`config.mk`:
```
export PLATFORM = sky130hd
export DESIGN_NAME = sram_port_arbiter_flat
export DESIGN_NICKNAME = d
export VERILOG_FILES = /design/src/rtl/sram_port_arbiter_if.sv /design/src/rtl/sram_port_arbiter.sv /design/src/flat_wrapper.sv
export SDC_FILE = /design/constraint.sdc
export NUM_CORES = 1
export LEC_CHECK = 0
export ABC_AREA = 1
export BUFFER_PORTS_ARGS = -buffer_cell sky130_fd_sc_hd__buf_2
export CAP_MARGIN = 20
export CORE_MARGIN = 3
export CORE_UTILIZATION = 38
export CTS_CLUSTER_SIZE = 14
export DETAILED_ROUTE_END_ITERATION = 7
export GPL_TIMING_DRIVEN = 0
export PLACE_DENSITY = 0.76
export RECOVER_POWER = 100
export REMOVE_ABC_BUFFERS = 1
export SYNTH_ARGS = -nofsm -noshare
export SYNTH_HDL_FRONTEND = slang
export SYNTH_SLANG_ARGS = --single-unit
```
`constraint.sdc`:
```
create_clock -name clk -period 1.1 [get_ports clk]
set_input_delay 0.22 -clock clk [delete_from_list [all_inputs] [get_ports clk]]
set_output_delay 0.22 -clock clk [all_outputs]
set_load 0.01 [all_outputs]
```
`src/rtl/sram_port_arbiter_if.sv`:
```
// ---------------------------------------------------------------------------
// sram_port_arbiter_if
//   Bundles the CPU instruction/data ports and the single-port SRAM macro pins
//   that meet at sram_port_arbiter.
//
//   slave  : arbiter view (takes CPU requests and SRAM_DO, drives the SRAM
//            pins, stalls and read data back to the CPU)
//   master : environment view (the CPU and the SRAM macro together)
//
//   CPU instruction port : IM_req, IM_read, instr_addr -> instr_in, IM_stall
//   CPU data port        : DM_req, DM_read, data_addr, data_write, data_out
//                          -> data_in, DM_stall
//   SRAM macro           : SRAM_CS, SRAM_OE, SRAM_WEB, SRAM_A, SRAM_DI
//                          <- SRAM_DO
// ---------------------------------------------------------------------------
interface sram_port_arbiter_if #(
  parameter int ADDR_BITS  = 14,
  parameter int DATA_BITS  = 32,
  parameter int WRITE_BITS = 4
);
  logic                  IM_req;
  logic                  IM_read;
  logic [ADDR_BITS-1:0]  instr_addr;
  logic                  DM_req;
  logic                  DM_read;
  logic [ADDR_BITS-1:0]  data_addr;
  logic [WRITE_BITS-1:0] data_write;
  logic [DATA_BITS-1:0]  data_out;
  logic [DATA_BITS-1:0]  instr_in;
  logic [DATA_BITS-1:0]  data_in;
  logic                  IM_stall;
  logic                  DM_stall;
  logic                  SRAM_CS;
  logic                  SRAM_OE;
  logic [WRITE_BITS-1:0] SRAM_WEB;
  logic [ADDR_BITS-1:0]  SRAM_A;
  logic [DATA_BITS-1:0]  SRAM_DI;
  logic [DATA_BITS-1:0]  SRAM_DO;

  modport slave (
    input  IM_req, IM_read, instr_addr,
    input  DM_req, DM_read, data_addr, data_write, data_out,
    input  SRAM_DO,
    output instr_in, data_in, IM_stall, DM_stall,
    output SRAM_CS, SRAM_OE, SRAM_WEB, SRAM_A, SRAM_DI
  );

  modport master (
    output IM_req, IM_read, instr_addr,
    output DM_req, DM_read, data_addr, data_write, data_out,
    output SRAM_DO,
    input  instr_in, data_in, IM_stall, DM_stall,
    input  SRAM_CS, SRAM_OE, SRAM_WEB, SRAM_A, SRAM_DI
  );
endinterface

```
`src/rtl/sram_port_arbiter.sv`:
```
// ---------------------------------------------------------------------------
// sram_port_arbiter
//   Shares one single-port synchronous SRAM between the CPU instruction-fetch
//   port and data port. Every access takes two cycles: an issue cycle in IDLE
//   where the winner drives the SRAM pins combinationally, then a wait cycle
//   in which SRAM_DO is returned to the granted port and captured into a hold
//   register so the CPU sees stable data between accesses.
//
//   Ports:
//     clk, rst : clock, synchronous active-high reset
//     bus      : sram_port_arbiter_if.slave (CPU ports + SRAM pins)
//
//   Stalls are combinational: a port stalls whenever it requests and is not
//   in its own wait (completion) cycle.
// ---------------------------------------------------------------------------
module sram_port_arbiter #(
  parameter int ADDR_BITS  = 14,
  parameter int DATA_BITS  = 32,
  parameter int WRITE_BITS = 4
) (
  input  logic                      clk,
  input  logic                      rst,
  sram_port_arbiter_if.slave        bus
);

  typedef enum logic [1:0] {
    IDLE    = 2'd0,
    IM_WAIT = 2'd1,
    DM_WAIT = 2'd2
  } state_t;

  // last_grant encoding: 0 = instruction port, 1 = data port
  localparam logic GRANT_IM = 1'b0;
  localparam logic GRANT_DM = 1'b1;

  state_t                state_p1, state_nxt;
  logic                  last_grant_p1, last_grant_nxt;
  logic                  dm_rd_p1, dm_rd_nxt;
  logic [DATA_BITS-1:0]  instr_hold_p1;
  logic [DATA_BITS-1:0]  data_hold_p1;

  logic im_want, dm_want, im_win, dm_win;

  // An instruction request only counts when qualified by IM_read.
  assign im_want = bus.IM_req & bus.IM_read;
  assign dm_want = bus.DM_req;

  // On a collision the port that did not win last time goes first.
  assign dm_win = dm_want & (~im_want | (last_grant_p1 == GRANT_IM));
  assign im_win = im_want & ~dm_win;

  // ---- stage p0 -> p1: issue cycle decode / SRAM pin drive ----
  always_comb begin
    state_nxt      = state_p1;
    last_grant_nxt = last_grant_p1;
    dm_rd_nxt      = dm_rd_p1;
    bus.SRAM_CS    = 1'b0;
    bus.SRAM_OE    = 1'b0;
    bus.SRAM_WEB   = '1;
    bus.SRAM_A     = bus.instr_addr;
    bus.SRAM_DI    = bus.data_out;

    unique case (state_p1)
      IDLE: begin
        if (dm_win) begin
          bus.SRAM_CS    = 1'b1;
          bus.SRAM_A     = bus.data_addr;
          bus.SRAM_OE    = bus.DM_read;
          bus.SRAM_WEB   = bus.DM_read ? {WRITE_BITS{1'b1}} : bus.data_write;
          state_nxt      = DM_WAIT;
          last_grant_nxt = GRANT_DM;
          dm_rd_nxt      = bus.DM_read;
        end else if (im_win) begin
          bus.SRAM_CS    = 1'b1;
          bus.SRAM_A     = bus.instr_addr;
          bus.SRAM_OE    = 1'b1;
          state_nxt      = IM_WAIT;
          last_grant_nxt = GRANT_IM;
        end
      end
      IM_WAIT: begin
        bus.SRAM_OE = 1'b1;
        state_nxt   = IDLE;
      end
      DM_WAIT: begin
        bus.SRAM_OE = dm_rd_p1;
        state_nxt   = IDLE;
      end
      default: state_nxt = IDLE;
    endcase

    // Reset gates the macro pins immediately so an in-flight write can never
    // commit on the edge where reset is sampled.
    if (rst) begin
      bus.SRAM_CS  = 1'b0;
      bus.SRAM_OE  = 1'b0;
      bus.SRAM_WEB = '1;
    end
  end

  always_ff @(posedge clk) begin
    if (rst) begin
      state_p1      <= IDLE;
      last_grant_p1 <= GRANT_IM;
      dm_rd_p1      <= 1'b0;
    end else begin
      state_p1      <= state_nxt;
      last_grant_p1 <= last_grant_nxt;
      dm_rd_p1      <= dm_rd_nxt;
    end
  end

  // ---- stage p1: wait cycle, SRAM_DO returned and captured ----
  // The hold registers are architecturally visible after reset, so they are
  // cleared along with the control state.
  always_ff @(posedge clk) begin
    if (rst) begin
      instr_hold_p1 <= '0;
      data_hold_p1  <= '0;
    end else begin
      if (state_p1 == IM_WAIT)
        instr_hold_p1 <= bus.SRAM_DO;
      if (state_p1 == DM_WAIT && dm_rd_p1)
        data_hold_p1  <= bus.SRAM_DO;
    end
  end

  assign bus.instr_in = (state_p1 == IM_WAIT) ? bus.SRAM_DO : instr_hold_p1;
  // Writes leave data_in untouched, so the bypass applies to reads only.
  assign bus.data_in  = (state_p1 == DM_WAIT && dm_rd_p1) ? bus.SRAM_DO : data_hold_p1;

  assign bus.IM_stall = bus.IM_req & (state_p1 != IM_WAIT);
  assign bus.DM_stall = bus.DM_req & (state_p1 != DM_WAIT);

endmodule

```
`src/flat_wrapper.sv`:
```
// flat-port wrapper written by rule: the top's interface ports become plain ports
module sram_port_arbiter_flat 
#(
  parameter int ADDR_BITS  = 14,
  parameter int DATA_BITS  = 32,
  parameter int WRITE_BITS = 4
)
  (clk, rst, bus_IM_req, bus_IM_read, bus_instr_addr, bus_DM_req, bus_DM_read, bus_data_addr, bus_data_write, bus_data_out, bus_SRAM_DO, bus_instr_in, bus_data_in, bus_IM_stall, bus_DM_stall, bus_SRAM_CS, bus_SRAM_OE, bus_SRAM_WEB, bus_SRAM_A, bus_SRAM_DI);
  sram_port_arbiter_if #(.ADDR_BITS(ADDR_BITS), .DATA_BITS(DATA_BITS), .WRITE_BITS(WRITE_BITS)) bus_i ();
  input  logic clk;
  input  logic rst;
  input wire logic [$bits(bus_i.IM_req)-1:0] bus_IM_req;
  input wire logic [$bits(bus_i.IM_read)-1:0] bus_IM_read;
  input wire logic [$bits(bus_i.instr_addr)-1:0] bus_instr_addr;
  input wire logic [$bits(bus_i.DM_req)-1:0] bus_DM_req;
  input wire logic [$bits(bus_i.DM_read)-1:0] bus_DM_read;
  input wire logic [$bits(bus_i.data_addr)-1:0] bus_data_addr;
  input wire logic [$bits(bus_i.data_write)-1:0] bus_data_write;
  input wire logic [$bits(bus_i.data_out)-1:0] bus_data_out;
  input wire logic [$bits(bus_i.SRAM_DO)-1:0] bus_SRAM_DO;
  output wire logic [$bits(bus_i.instr_in)-1:0] bus_instr_in;
  output wire logic [$bits(bus_i.data_in)-1:0] bus_data_in;
  output wire logic [$bits(bus_i.IM_stall)-1:0] bus_IM_stall;
  output wire logic [$bits(bus_i.DM_stall)-1:0] bus_DM_stall;
  output wire logic [$bits(bus_i.SRAM_CS)-1:0] bus_SRAM_CS;
  output wire logic [$bits(bus_i.SRAM_OE)-1:0] bus_SRAM_OE;
  output wire logic [$bits(bus_i.SRAM_WEB)-1:0] bus_SRAM_WEB;
  output wire logic [$bits(bus_i.SRAM_A)-1:0] bus_SRAM_A;
  output wire logic [$bits(bus_i.SRAM_DI)-1:0] bus_SRAM_DI;
  assign bus_i.IM_req = bus_IM_req;
  assign bus_i.IM_read = bus_IM_read;
  assign bus_i.instr_addr = bus_instr_addr;
  assign bus_i.DM_req = bus_DM_req;
  assign bus_i.DM_read = bus_DM_read;
  assign bus_i.data_addr = bus_data_addr;
  assign bus_i.data_write = bus_data_write;
  assign bus_i.data_out = bus_data_out;
  assign bus_i.SRAM_DO = bus_SRAM_DO;
  assign bus_instr_in = bus_i.instr_in;
  assign bus_data_in = bus_i.data_in;
  assign bus_IM_stall = bus_i.IM_stall;
  assign bus_DM_stall = bus_i.DM_stall;
  assign bus_SRAM_CS = bus_i.SRAM_CS;
  assign bus_SRAM_OE = bus_i.SRAM_OE;
  assign bus_SRAM_WEB = bus_i.SRAM_WEB;
  assign bus_SRAM_A = bus_i.SRAM_A;
  assign bus_SRAM_DI = bus_i.SRAM_DI;
  sram_port_arbiter #(.ADDR_BITS(ADDR_BITS), .DATA_BITS(DATA_BITS), .WRITE_BITS(WRITE_BITS)) u_core (.clk(clk), .rst(rst), .bus(bus_i));
endmodule
```
# == Word level (Yosys, flattened, before mapping) ==
# Index checks and enable logic that the tools add are counted.
# word_totals
reg_bits,68
input_bits,102
out_inout_bits,118
word_cells,46
# classes
n_eq_ne,4
mux,19
n_bitwise,10
n_reduce_logical,7
# ops
cell,n
32-bit two-way mux,2
14-bit two-way mux,2
4-bit two-way mux,4
1-bit two-way mux,8
1-bit bitwise AND,5
2-bit two-way mux,2
1-bit NOT,4
2-bit AND reduction,2
1-bit one-hot mux with 3 select lines,1
3-bit OR reduction,1
2-bit by 1-bit equality test with 1-bit output (second input constant),1
2-bit equality test (second input constant),1
2-bit zero test,1
2-bit by 1-bit inequality test with 1-bit output (second input constant),1
2-bit inequality test (second input constant),1
2-bit nonzero test,1
2-bit OR reduction,1
1-bit logical AND,1
1-bit OR,1

# == Longest topological paths before layout ==
# Gate-level depths: netlist of the first run.
# logic_depth
word_depth,10
mapped_depth,7
depth_no_buf,6

# == Least setup slack after synthesis of the first run ==
# No wires, ideal clock.
# synth_timing
path_type,flip-flop to output port
startpoint,register u_core.state_p1[0]
endpoint,output port bus_SRAM_A[10]
arrival_ns,1.037
t_required_ns,0.880
path_slack_ns,-0.157
path_stages_with_launch,7
path_buffers,1
cell_sequence,dfxtp_1 > nor2_2 > nand3_2 > inv_2 > buf_4 > nand2_1 > nand2_1
# synth_via
elab_chain_cells,2
# synth_lines
element,line_no,rtl
start: declaration,sram_port_arbiter.sv:36,"state_t state_p1, state_nxt;"
start signal: assignment,sram_port_arbiter.sv:107,state_p1 <= state_nxt;
2-bit zero test,sram_port_arbiter.sv:63,unique case (state_p1)
14-bit two-way mux,sram_port_arbiter.sv:63,
end: declaration,flat_wrapper.sv:28,output wire logic [$bits(bus_i.SRAM_A)-1:0] bus_SRAM_A;
# Every way passes these cells.

# == Final worst setup path of the first run ==
# layout_timing
startpoint,register u_core.state_p1[0]
endpoint,output port bus_SRAM_A[2]
# Same word-level chain as after synthesis.

==> results of run 1 <==
[cells in the final DEF, fill, tap and decap left out, types with 13 or more instances in the layout]
cell type	Yosys	final
sky130_fd_sc_hd__buf_2	6	142
sky130_fd_sc_hd__inv_1	135	124
sky130_fd_sc_hd__nand2_1	121	70
sky130_fd_sc_hd__nor2_1	71	68
sky130_fd_sc_hd__dfxtp_1	68	65
sky130_fd_sc_hd__nand2_2	0	43
sky130_fd_sc_hd__o21ai_4	0	37
sky130_fd_sc_hd__buf_6	2	28
sky130_fd_sc_hd__o21ai_2	4	27
sky130_fd_sc_hd__inv_2	6	13
[cell families after synthesis]
| kind of cell | after synthesis | share of synthesized area, % |
|---|---|---|
| flip-flops | 68 | 39.9 |
| AO/OA/AOI/OAI | 69 | 10.6 |
| AND/OR/NAND/NOR | 199 | 22.5 |
| buffers and inverters | 197 | 27.0 |
[power breakdown]
group / leakage [nW] / switching [mW] / internal [mW]
combinational: 2.74 / 0.982 / 0.768
clock: 0.0889 / 0.957 / 0.865
sequential: 0.554 / 0.0494 / 2.56
[layer usage]
| metal | vias to the layer above | global-route usage, % | wire length [um] |
|---|---|---|---|
| met2 | 161 | 36.3 | 6710 |
| met5 | - | 3.08 | 44 |
| met4 | 2 | 8.08 | 228 |
| li1 | 1829 | - | - |
| met1 | 1786 | 27.2 | 5350 |
| met3 | 28 | 10.9 | 1130 |
[sequential cells by signal (all words and copies together) (netlist names)]
name	flops
u_core.data_hold_p1	32
u_core.instr_hold_p1	32
u_core.last_grant_p1	1
u_core.state_p1	2
u_core.dm_rd_p1	1
[worst max-delay path, stage by stage (launching register included)]
cell,delay (ps)
sky130_fd_sc_hd__dfxtp_4,380
sky130_fd_sc_hd__nor2_4,190
sky130_fd_sc_hd__nand3_4,220
sky130_fd_sc_hd__buf_12,220
sky130_fd_sc_hd__nand2_2,50
sky130_fd_sc_hd__nand2_1,50
sky130_fd_sc_hd__buf_2,140
[cell usage after synthesis]
master,instances
sky130_fd_sc_hd__nand4_1,1
sky130_fd_sc_hd__nor2_2,1
sky130_fd_sc_hd__inv_1,135
sky130_fd_sc_hd__o21ai_1,58
sky130_fd_sc_hd__o21ai_2,4
sky130_fd_sc_hd__inv_2,6
sky130_fd_sc_hd__a21boi_0,1
sky130_fd_sc_hd__clkbuf_2,1
sky130_fd_sc_hd__nor3b_1,1
sky130_fd_sc_hd__buf_4,42
sky130_fd_sc_hd__dfxtp_1,68
sky130_fd_sc_hd__a21oi_1,4
sky130_fd_sc_hd__buf_6,2
sky130_fd_sc_hd__nand3_1,3
sky130_fd_sc_hd__nand3_2,1
sky130_fd_sc_hd__buf_2,6
sky130_fd_sc_hd__nor2_1,71
sky130_fd_sc_hd__nand2_1,121
sky130_fd_sc_hd__clkbuf_1,5
sky130_fd_sc_hd__o21ai_0,2
[final cells by class]
class | instances | share of cell area [%]
inverters | 141 | 9.57
repair inverters | 1 | 0.110
flip-flops and latches | 68 | 24.0
clock buffers | 11 | 2.48
repair buffers | 198 | 27.1
well taps | 105 | 2.30
clock inverters | 5 | 0.482
multi-input cells | 273 | 33.9
[metrics by stage]
stage / area, um^2 / instances / total power [mW] / hold WS (ps)
after global placement: 3930 / 737 / 3.65 / 440
after CTS: 4990 / 785 / 5.87 / 126
after detailed placement: 3970 / 739 / 3.68 / 440
final: 5710 / 802 / 6.18 / 160
after global routing: 5710 / 802 / 6.51 / 149
after floorplan: 3020 / 477 / 3.19 / 289
[worst paths after layout]
kind | cells after the start | end | start | slack, ps
max | 6 | bus_SRAM_A[2] | u_core.state_p1[0] | -710
min | 3 | u_core.instr_hold_p1[5] | bus_SRAM_DO[5] | 160
max reg2reg | 8 | u_core.data_hold_p1[27] | u_core.state_p1[0] | -230
min reg2reg | 2 | u_core.last_grant_p1 | u_core.last_grant_p1 | 500
[timing repair]
action / in CTS / in global routing
setup buffers: 21 / 9
pin swaps: 19 / 14
hold endpoints to repair: 0 / 0
endpoints found under the setup margin: 154 / 151
gates resized for setup: 125 / 108
cloned: 9 / 9
==> results.txt, run 1 <==
The run finished, with violations left. The final reports fail on setup timing. The cell at the root of the clock tree was sky130_fd_sc_hd__clkbuf_8.

Of all nets on the critical path, the largest fanout is 8. The layout net count was 794; the setup slack of the critical path after layout was -705 ps. The mapped netlist covers 3410 um^2. The number of antenna violations at the first check in global routing was 0; the number of placement rows was 33. Power spread over the standard cell area amounts to 1080 nW/um^2.

The region available for standard cell placement spans 8460 um^2. The die is 101 um wide. The end-of-flow core utilization came out at 67.5%.

Hold repair after CTS inserted 0 buffers. In the final layout, the multi-input gates occupy 1940 um^2. The upper clock frequency limit came out at 0.554 GHz. The worst path needs 1810 ps of the cycle, external delays included. The tools report the worst slack after detailed placement as -871 ps. Global routing finished with a remaining overflow of 0. A synthesized cell averages 6.40 um^2. In the routed design, unresolved DRC markers number 0. The pin count of the biggest net entering global routing came out at 70.

At the later pin of the worst-skew pair, clock insertion delay measures 340 ps. For the worst setup path, the data required time is 880 ps. Synthesis instantiated 20 different standard cells from the library.

For the remaining antenna violation count after routing, the log shows 0. The clock net in this run drives a total of 68 sinks. For the number of detailed-route iterations in the first pass, the log shows 4. The synthesized design devotes to its leading area cell type 39.9% of total area. The H-tree level count is 3, and the layout cell share with drive strength beyond 1 is 51.9%. During placement, the flow inserted port buffers numbering 155. In the routed layout, each cell is associated on average with a via count of 4.75.

For the global placer's final weighted congestion, the log shows 0.793. The clock tree buffer depth was 2. Compared with the post-synthesis result, the final layout area differs by 67.5%. TritonCTS built the clock tree. Cell taking the most area after synthesis: sky130_fd_sc_hd__dfxtp_1. The vertical die dimension came out at 101 um. Half-perimeter wire length after placement: 6.96 mm.

The final number of setup-violating endpoints was 154. I/O pin count: 220. The logs give 13.5 mm for the aggregate routed wire length and 39.9% for the sequential area share after synthesis. Setup repair after global routing could not meet its margin everywhere.

The first routing iteration left 107 violations. The clock edge transition at the registers on the reported setup and hold paths is 70 ps, and the total die area is 10100 um^2. For the worst slew margin relative to its limit, the log shows 51.5%. Worst min-delay path category: primary input to flop. The first global-routing pass estimated 18.0 mm of wire. 0 antenna diodes ended up in the layout. The final routed wire length divided by cell count is 16.8 um, and the transition at the pin with the smallest max-transition slack is 728 ps.

The run gives 9 as the number of buffers created by CTS. The tools report the number of synthesis warnings as 0. The worst setup path is launched from a flop. Global routing used 23.0% of the available tracks. The gate count after technology mapping was 533. Registers take 1370 um^2.

The final sum of negative setup slack came out at -61780 ps. The setup path with the least slack is of type flop to output pin. Summed over all cells, the static leakage comes to 3.38 nW. The tools report the number of slew-limit violations in the final report as 0. The via count of the first global-routing pass is 3621, and the total of fill cells in the finished design is 646.

Clock skew on the completed layout was measured at 7.38 ps. Dividing the final minimum period by the clock period gives 164%. Max-cap violations in this run came to 0. Yosys attributes the largest share of cell area to sky130_fd_sc_hd__dfxtp_1 (40%), sky130_fd_sc_hd__inv_1 (15%), sky130_fd_sc_hd__nand2_1 (13%). The logs give 0 for the final count of hold timing violations and 40.3% for the starting utilization of the core area. The tools report the capturing element type of the critical path as an output pin.

In this run, synthesis produced a sequential element count of 68. For the arrival time of the worst setup path, the log shows 1590 ps. The worst-case IR drop observed on VDD is 1.05 mV. The final route contains 3806 vias.
Power figures use the tool's default switching activity.
==> inputs of run 2 (changes only) <==
--- a/config.mk
+++ b/config.mk
@@ -5,7 +5,7 @@
 export SDC_FILE = /design/constraint.sdc
 export NUM_CORES = 1
 export LEC_CHECK = 0
-export ABC_AREA = 1
+export ABC_AREA = 0
 export BUFFER_PORTS_ARGS = -buffer_cell sky130_fd_sc_hd__buf_2
 export CAP_MARGIN = 20
 export CORE_MARGIN = 3
@@ -13,7 +13,7 @@
 export CTS_CLUSTER_SIZE = 14
 export DETAILED_ROUTE_END_ITERATION = 7
 export GPL_TIMING_DRIVEN = 0
-export PLACE_DENSITY = 0.76
+export PLACE_DENSITY = 0.77
 export RECOVER_POWER = 100
 export REMOVE_ABC_BUFFERS = 1
 export SYNTH_ARGS = -nofsm -noshare
==> run 2 against run 1 <==
Compared with the run above:
- power is 5.7% lower
- the run still ends with setup timing left
- global-route usage is 4.0 points lower
- register-to-register slack worse by 160 ps
- combinational power is 42% lower
- clock power is 25% higher
- critical endpoint is now bus_instr_in[24]
- non-clock buffer count is 20 lower
- largest cell class unchanged
- largest power group unchanged
- final cell count is 33% lower
- clock skew is 1.3 ps higher
- highest routed layer is now met4
- die area is 3.0% lower
==> results.txt, run 2 <==
The global placer's final weighted congestion is 0.749 (was 0.793). The clock latency at the later pin of the worst-skew pair was 330 ps (was 340 ps); the area added between synthesis and finish was 55.8% (was 67.5%). The tools report the total congestion overflow after global routing as 0 (unchanged). Commonest cells after routing, fill and taps aside: sky130_fd_sc_hd__buf_2 (94), sky130_fd_sc_hd__buf_6 (70), sky130_fd_sc_hd__dfxtp_1 (64) (was sky130_fd_sc_hd__buf_2 (142), sky130_fd_sc_hd__inv_1 (124), sky130_fd_sc_hd__nand2_1 (70)). The count of cells along the worst hold path works out to 3 (unchanged). For the combinational power share, the log shows 17.4% (was 28.3%). TritonCTS built the clock tree.

The number of antenna violations at the first check in global routing was 0 (unchanged); the number of slew-limit violations in the final report was 0 (unchanged). For the maximum ir drop on the vdd rail, the log shows 0.642 mV (was 1.05 mV). The total global-route track usage was 19.0% (was 23.0%). The tools report the leakage power of the design as 2.53 nW (was 3.38 nW). The count of state elements after synthesis is 68 (unchanged), and the upper clock frequency limit is 0.545 GHz (was 0.554 GHz). Registers with the most flip-flops: u_core.data_hold_p1 x32, u_core.instr_hold_p1 x32, u_core.state_p1 x2 (unchanged). Sequential area share after synthesis: 41.2% (was 39.9%). The number of buffers created by CTS is 9 (unchanged). The setup slack of the critical path after layout was -735 ps (was -705 ps). The tools report the startpoint kind of the worst setup timing path as a flop (unchanged). The number of antenna diodes was 0 (unchanged).

The run gives 0 (unchanged) as the number of remaining DRC errors. The remaining antenna violation count after routing is 0 (unchanged). Leading cell type by number of instances after synthesis: sky130_fd_sc_hd__dfxtp_1 (was sky130_fd_sc_hd__inv_1).

The tools report the wire length of the first global-routing pass as 14.2 mm (was 18.0 mm). The area inside the core boundary is 8340 um^2 (was 8460 um^2). The sink of the worst hold path was u_core.dm_rd_p1 (was u_core.instr_hold_p1[5]). The number of synthesis warnings was 0 (unchanged); the switching fraction of total power was 23.9% (was 32.2%).

The number of sinks on the clock net is 68 (unchanged). The cell count of the worst reg-to-reg path is 5 (was 8). The tools report the internal power as 4.43 mW (was 4.19 mW). The clock tree buffer depth came out at 2 (unchanged). The capturing element type of the critical path was an output pin (unchanged). The clock edge transition at the registers on the reported setup and hold paths was 70 ps (about the same).

The hold path startpoint was bus_DM_read (was bus_SRAM_DO[5]). The area share of the largest cell type after synthesis is 41.2% (was 39.9%), and the number of enable-type register cells in the synthesized netlist is 0 (unchanged). Final routed wire length divided by cell count: 18.7 um (was 16.8 um). The logs give 10.1 mm (was 13.5 mm) for the aggregate routed wire length and 0 (unchanged) for the max-cap violation count. The tools report the number of placement rows as 33 (unchanged). The worst flop-to-flop path endpoint was u_core.data_hold_p1[7] (was u_core.data_hold_p1[27]). The fraction of the cycle the final worst path needs came out at 167% (was 164%). The logs give 38 (was 70) for the pin count of the biggest net entering global routing and 153 (was 154) for the final number of setup-violating endpoints. The most common cell after layout, fill and taps aside is sky130_fd_sc_hd__buf_2 (unchanged). The final critical delay including setup and external delays was 1840 ps (was 1810 ps). The layout net count is 531 (was 794).

The run finished, with violations left. Critical path start-end classification: flop to output pin (unchanged). Setup repair after global routing could not meet its margin everywhere.

Cell at the root of the clock tree: sky130_fd_sc_hd__clkbuf_8 (unchanged). The count of buffers inserted at the top-level ports is 155 (unchanged). For the netlist area before placement, the log shows 3300 um^2 (was 3410 um^2). The H-tree level count came out at 3 (unchanged). The most used flip-flop cell after synthesis is sky130_fd_sc_hd__dfxtp_1 (unchanged).

Cell taking the most area after synthesis: sky130_fd_sc_hd__dfxtp_1 (unchanged). The beginning of the worst register-to-register path was u_core.state_p1[0] (unchanged). The number of cells after detailed placement was 498 (was 739); the cts-stage hold buffer count was 0 (unchanged).

The starting utilization of the core area came out at 39.6% (was 40.3%). The final count of hold timing violations is 0 (unchanged), and the gate count after technology mapping is 285 (was 533). Most frequent cells after synthesis: sky130_fd_sc_hd__dfxtp_1 (68), sky130_fd_sc_hd__nor2b_1 (63), sky130_fd_sc_hd__buf_4 (32) (was sky130_fd_sc_hd__inv_1 (135), sky130_fd_sc_hd__nand2_1 (121), sky130_fd_sc_hd__nor2_1 (71)).

The via count normalized by instance count was 4.85 (was 4.75); the endpoint required time on the critical path was 880 ps (about the same). The run gives -390 ps (was -230 ps) as the slack of the worst reg-to-reg path. The worst min-delay path category was primary input to flop (unchanged). The tools report the worst clock skew as 8.67 ps (was 7.38 ps).

The logs give 2751 (was 3621) for the via count of the first global-routing pass and 5.83 mW (was 6.18 mW) for the overall power of the completed layout. The part of the total power dissipated in the clock network came out at 38.9% (was 29.5%). The transition at the pin with the smallest max-transition slack is 610 ps (was 728 ps), and the largest fanout of any net on the critical path is 9 (was 8). The total die area was 9850 um^2 (was 10100 um^2). The number of unique standard cell types used by synthesis came out at 27 (was 20). The async set-reset flop share out of synthesis is 0% (unchanged), and the number of detailed-route iterations in the first pass is 4 (unchanged). For the sequential power share, the log shows 43.7% (was 42.2%).

The filler-free cell count of the finished design came out at 539 (was 802). The vertical die dimension is 99.2 um (was 101 um), and the half-perimeter wire length after placement is 6.33 mm (was 6.96 mm). The net switching component of the power was 1.39 mW (was 1.99 mW); the arrival time of the worst setup path was 1620 ps (was 1590 ps). The width of the chip is 99.2 um (was 101 um).

For the number of violations reported at the end of detailed-routing iteration 0, the log shows 61 (was 107). Violations in the final reports: setup timing (unchanged). The worst slew margin relative to its limit came out at 59.3% (was 51.5%). The I/O pin count is 220 (unchanged), and the per-instance average area after synthesis is 11.6 um^2 (was 6.40 um^2).

The vias after detailed routing is 2615 (was 3806). The layout cell share with drive strength beyond 1 was 71.4% (was 51.9%); the power density normalized to cell area was 1130 nW/um^2 (was 1080 nW/um^2). Cell types occupying the most area after synthesis: sky130_fd_sc_hd__dfxtp_1 (41%), sky130_fd_sc_hd__nor2b_1 (12%), sky130_fd_sc_hd__mux2_4 (12%) (was sky130_fd_sc_hd__dfxtp_1 (40%), sky130_fd_sc_hd__inv_1 (15%), sky130_fd_sc_hd__nand2_1 (13%)).
run 2: cell count changes after synthesis, sizes merged, moves of 2 or more:
cell and change:
buf -9, inv -138, mux2 +78, nand2 -121, nand2b +3, nand3 -2, nor2 -70, nor2b +65
o21ai -64, or2 +4
run 2: per-stage QoR:
stage                     instance area [um^2]  utilization, %  hold slack [ps]  TNS [ps]  setup WS [ps]
after floorplan                           2940               -              284    -54760           -482
after global placement                    3850            46.1              440   -100520           -920
after detailed placement                  3870            46.4              440    -98940           -779
after CTS                                 4730            56.7              122    -74990           -737
after global routing                      5140            61.7              133    -83610           -843
final                                     5140            61.7              148    -74580           -735
run 2: worst max-delay path: stages, from the launching register on:
cell and delay [ps]:
sky130_fd_sc_hd__dfxtp_4 460, sky130_fd_sc_hd__nand2b_4 190, sky130_fd_sc_hd__buf_12 140, sky130_fd_sc_hd__mux2_2 340, sky130_fd_sc_hd__buf_2 140
run 2: kinds of logic after synthesis:
kind of cell | after synthesis | share of synthesized area (%)
AND/OR/NAND/NOR | 80 | 16.1
multiplexers | 79 | 29.8
flip-flops | 68 | 41.2
buffers and inverters | 51 | 11.3
AO/OA/AOI/OAI | 7 | 1.52
run 2: power groups by stage:
stage | Sequential (mW) | Clock (mW) | Combinational (mW)
3_3_place_gp | 2.59 | 0 | 0.703
5_1_grt | 2.55 | 2.43 | 1.08
3_5_place_dp | 2.59 | 0 | 0.725
6_report | 2.55 | 2.27 | 1.01
2_1_floorplan | 2.59 | 0 | 0.371
4_1_cts | 2.55 | 2.34 | 0.906
run 2: routing by layer:
metal,share of wire (%),up-vias,GRT usage [%]
li1,-,1206,-
met3,11,6,9.96
met5,0,-,5.64
met1,40,1234,22.1
met4,0.95,0,4.83
met2,48,169,30.3
run 2: repair_timing:
action,in CTS,in global routing
setup endpoints to repair,153,153
gates resized for setup,84,66
gates cloned,3,1
pin swaps,5,2
setup buffers,14,7
run 2: worst max path at each step:
stage                            start                 endpoint  slack, ps  cells after the start
floorplan           u_core.state_p1[1]  u_core.instr_hold_p1[0]       -480                      3
global placement                   rst          bus_SRAM_WEB[2]       -920                      5
detailed placement  u_core.state_p1[1]         bus_instr_in[24]       -780                      3
CTS                 u_core.state_p1[1]         bus_instr_in[31]       -740                      4
global route        u_core.state_p1[1]          bus_SRAM_WEB[0]       -840                      4
finish              u_core.state_p1[1]         bus_instr_in[24]       -740                      4
run 2: layout make-up:
cell class | count | area (um^2)
Timing Repair Buffer | 178 | 1470
Clock buffer | 12 | 145
Fill cell | 655 | 3200
Tap cell | 105 | 131
Sequential cell | 68 | 1370
Inverter | 3 | 11.3
Clock inverter | 4 | 72.6
Multi-Input combinational cell | 169 | 1940
==> inputs of run 3 (changes only) <==
==> constraint.sdc (replaced) <==
create_clock -name clk -period 1.1 [get_ports clk]
set_input_delay 0.11 -clock clk [delete_from_list [all_inputs] [get_ports clk]]
set_output_delay 0.11 -clock clk [all_outputs]
set_load 0.01 [all_outputs]
==> run 3 against run 2 <==
Compared with the run above:
- the flow still finishes with violations (setup timing)
- register-to-register slack worse by 20 ps
- non-clock buffer count unchanged
- clock power barely moved
- global-route usage unchanged
- critical path depth unchanged
==> results.txt, run 3 (synthesis results as in run 2) <==
For the combinational power share, the log shows 17.4% (about the same). For the number of buffers created by CTS, the log shows 9 (unchanged). The clock latency at the later pin of the worst-skew pair is 330 ps (about the same), and the worst clock skew is 8.37 ps (was 8.67 ps).

The switching fraction of total power was 24.0% (was 23.9%); the vias after detailed routing was 2605 (was 2615). The pin count of the biggest net entering global routing was 38 (unchanged); the count of cells along the worst hold path was 3 (unchanged). The logs give 3 (unchanged) for the H-tree level count and 68 (unchanged) for the number of sinks on the clock net. The number of detailed-route iterations in the first pass was 4 (unchanged); the endpoint required time on the critical path was 990 ps (was 880 ps). The overall power of the completed layout came out at 5.83 mW (about the same). Startpoint kind of the worst setup timing path: a flop (unchanged). The total non-filler cell area in the finished layout was 5140 um^2 (about the same); the largest fanout of any net on the critical path was 9 (unchanged). Upper clock frequency limit: 0.579 GHz (was 0.545 GHz). The total die area came out at 9850 um^2 (unchanged). The final critical delay including setup and external delays came out at 1730 ps (was 1840 ps).

Registers with the most flip-flops: u_core.data_hold_p1 x32, u_core.instr_hold_p1 x32, u_core.state_p1 x2 (unchanged). I/O pin count: 220 (unchanged). The tools report the beginning of the worst register-to-register path as u_core.state_p1[0] (unchanged). The leakage power of the design was 2.53 nW (about the same); the final number of setup-violating endpoints was 153 (unchanged). The run gives -410 ps (was -390 ps) as the slack of the worst reg-to-reg path. The logs give 1940 um^2 (unchanged) for the combined area of the multi-input logic cells and 1370 um^2 (unchanged) for the sequential cell area in the final layout. The tools report the part of the total power dissipated in the clock network as 38.9% (about the same).

The clock edge transition at the registers on the reported setup and hold paths is 70 ps (about the same). Commonest cells after routing, fill and taps aside: sky130_fd_sc_hd__buf_2 (95), sky130_fd_sc_hd__buf_6 (70), sky130_fd_sc_hd__dfxtp_1 (64) (was sky130_fd_sc_hd__buf_2 (94), sky130_fd_sc_hd__buf_6 (70), sky130_fd_sc_hd__dfxtp_1 (64)). Violations in the final reports: setup timing (unchanged).

The final routed wire length divided by cell count is 18.9 um (was 18.7 um), and the number of antenna diodes is 0 (unchanged). For the internal power, the log shows 4.43 mW (about the same). The run gives 6.33 mm (unchanged) as the half-perimeter wire length after placement. The net switching component of the power was 1.40 mW (was 1.39 mW).

The number of antenna violations at the first check in global routing was 0 (unchanged); the number of placement rows was 33 (unchanged). The count of buffers inserted at the top-level ports came out at 155 (unchanged). Most common cell after layout, fill and taps aside: sky130_fd_sc_hd__buf_2 (unchanged).

The fraction of the cycle the final worst path needs was 157% (was 167%). The transition at the pin with the smallest max-transition slack came out at 980 ps (was 610 ps). The area added between synthesis and finish was 55.7% (was 55.8%); the remaining antenna violation count after routing was 0 (unchanged).

The area inside the core boundary was 8340 um^2 (unchanged). Critical path start-end classification: flop to output pin (unchanged). For the layout net count, the log shows 531 (unchanged). The tools report the worst slew margin relative to its limit as 34.6% (was 59.3%).

TritonCTS built the clock tree. The worst slack after detailed placement is -682 ps (was -779 ps), and the cell count of the worst reg-to-reg path is 5 (unchanged). The launch point of the critical path is u_core.state_p1[1] (unchanged).

The logs give 2 (unchanged) for the clock tree buffer depth and 656 (was 655) for the total of fill cells in the finished design. The run finished, with violations left. The tools report the sequential power share as 43.7% (about the same). Worst min-delay path category: primary input to flop (unchanged). Global placer's final weighted congestion: 0.749 (unchanged).

The cell at the root of the clock tree is sky130_fd_sc_hd__clkbuf_8 (unchanged). Setup repair after global routing could not meet its margin everywhere. The final count of hold timing violations is 0 (unchanged), and the aggregate routed wire length is 10.2 mm (was 10.1 mm). The run gives 0 (unchanged) as the max-cap violation count. Via count of the first global-routing pass: 2751 (unchanged). The tools report the worst flop-to-flop path endpoint as u_core.data_hold_p1[7] (unchanged). The wire length of the first global-routing pass was 14.2 mm (unchanged).

The total global-route track usage was 19.0% (unchanged). The width of the chip is 99.2 um (unchanged). The vertical die dimension came out at 99.2 um (unchanged).

The tools report the hold path startpoint as bus_DM_read (unchanged). The maximum ir drop on the vdd rail was 0.642 mV (about the same); the starting utilization of the core area was 39.6% (unchanged). Power density normalized to cell area: 1130 nW/um^2 (about the same). The number of slew-limit violations in the final report was 0 (unchanged); the arrival time of the worst setup path was 1620 ps (about the same). The number of violations reported at the end of detailed-routing iteration 0 is 64 (was 61). The sink of the worst hold path was u_core.dm_rd_p1 (unchanged).

The setup slack of the critical path after layout is -627 ps (was -735 ps). The total congestion overflow after global routing is 0 (unchanged). The via count normalized by instance count was 4.83 (was 4.85).

Layout cell share with drive strength beyond 1: 71.4% (unchanged). The capturing element type of the critical path is an output pin (unchanged). The number of remaining DRC errors is 0 (unchanged). The standard cell area after detailed placement was 3870 um^2 (unchanged).
-- run 3: changes by cell type in the layout (fill, tap and decap cells not counted) --
cell / delta
sky130_fd_sc_hd__buf_2: +1
sky130_fd_sc_hd__clkbuf_4: -1
-- run 3: layout make-up --
class / count / area share, %
Clock buffer: 12 / 2.82
Clock inverter: 4 / 1.41
Inverter: 3 / 0.219
Multi-Input combinational cell: 169 / 37.8
Sequential cell: 68 / 26.7
Tap cell: 105 / 2.55
Timing Repair Buffer: 178 / 28.5
-- run 3: how the worst max path moves through the flow --
stage | cells after the start | endpoint | slack (ps)
4_1_cts | 4 | bus_instr_in[31] | -630
6_report | 4 | bus_instr_in[24] | -630
3_5_place_dp | 3 | u_core.data_hold_p1[13] | -680
3_3_place_gp | 5 | bus_SRAM_WEB[2] | -700
2_1_floorplan | 3 | u_core.instr_hold_p1[0] | -480
5_1_grt | 4 | bus_SRAM_WEB[0] | -730
-- run 3: repair_timing --
action / 4_1_cts / 5_1_grt
hold buffers: 0 / 0
endpoints found under the setup margin: 153 / 153
gates cloned: 3 / 1
setup buffers: 14 / 7
resized for setup: 84 / 65
pin swaps: 5 / 2
-- run 3: critical path, stage by stage, from the launching register on --
cell	delay, ps
sky130_fd_sc_hd__dfxtp_4	460
sky130_fd_sc_hd__nand2b_4	190
sky130_fd_sc_hd__buf_12	140
sky130_fd_sc_hd__mux2_2	340
sky130_fd_sc_hd__buf_2	140
-- run 3: power by group through the flow --
stage          registers [mW]  logic, mW  clock network (mW)
5_1_grt                  2.55       1.08                2.43
3_3_place_gp             2.59      0.703                   0
6_report                 2.55       1.01                2.27
3_5_place_dp             2.59      0.725                   0
2_1_floorplan            2.59      0.371                   0
4_1_cts                  2.55      0.906                2.34
-- run 3: metrics by stage --
stage          std cells  hold slack, ps  setup TNS [ps]  utilization (%)
2_1_floorplan        237             174          -45520                -
3_3_place_gp         497             220          -90170             46.1
3_5_place_dp         498             220          -88710             46.4
4_1_cts              531            12.0          -65530             56.7
5_1_grt              539            23.3          -74810             61.7
6_report             539            37.1          -65830             61.7
-- run 3: routing by layer --
| metal | vias up | GRT usage [%] | wire length [um] |
|---|---|---|---|
| li1 | 1205 | - | - |
| met1 | 1229 | 22.1 | 4070 |
| met2 | 165 | 30.3 | 4950 |
| met3 | 6 | 9.96 | 1090 |
| met5 | - | 5.64 | 0 |
| met4 | 0 | 4.83 | 97 |
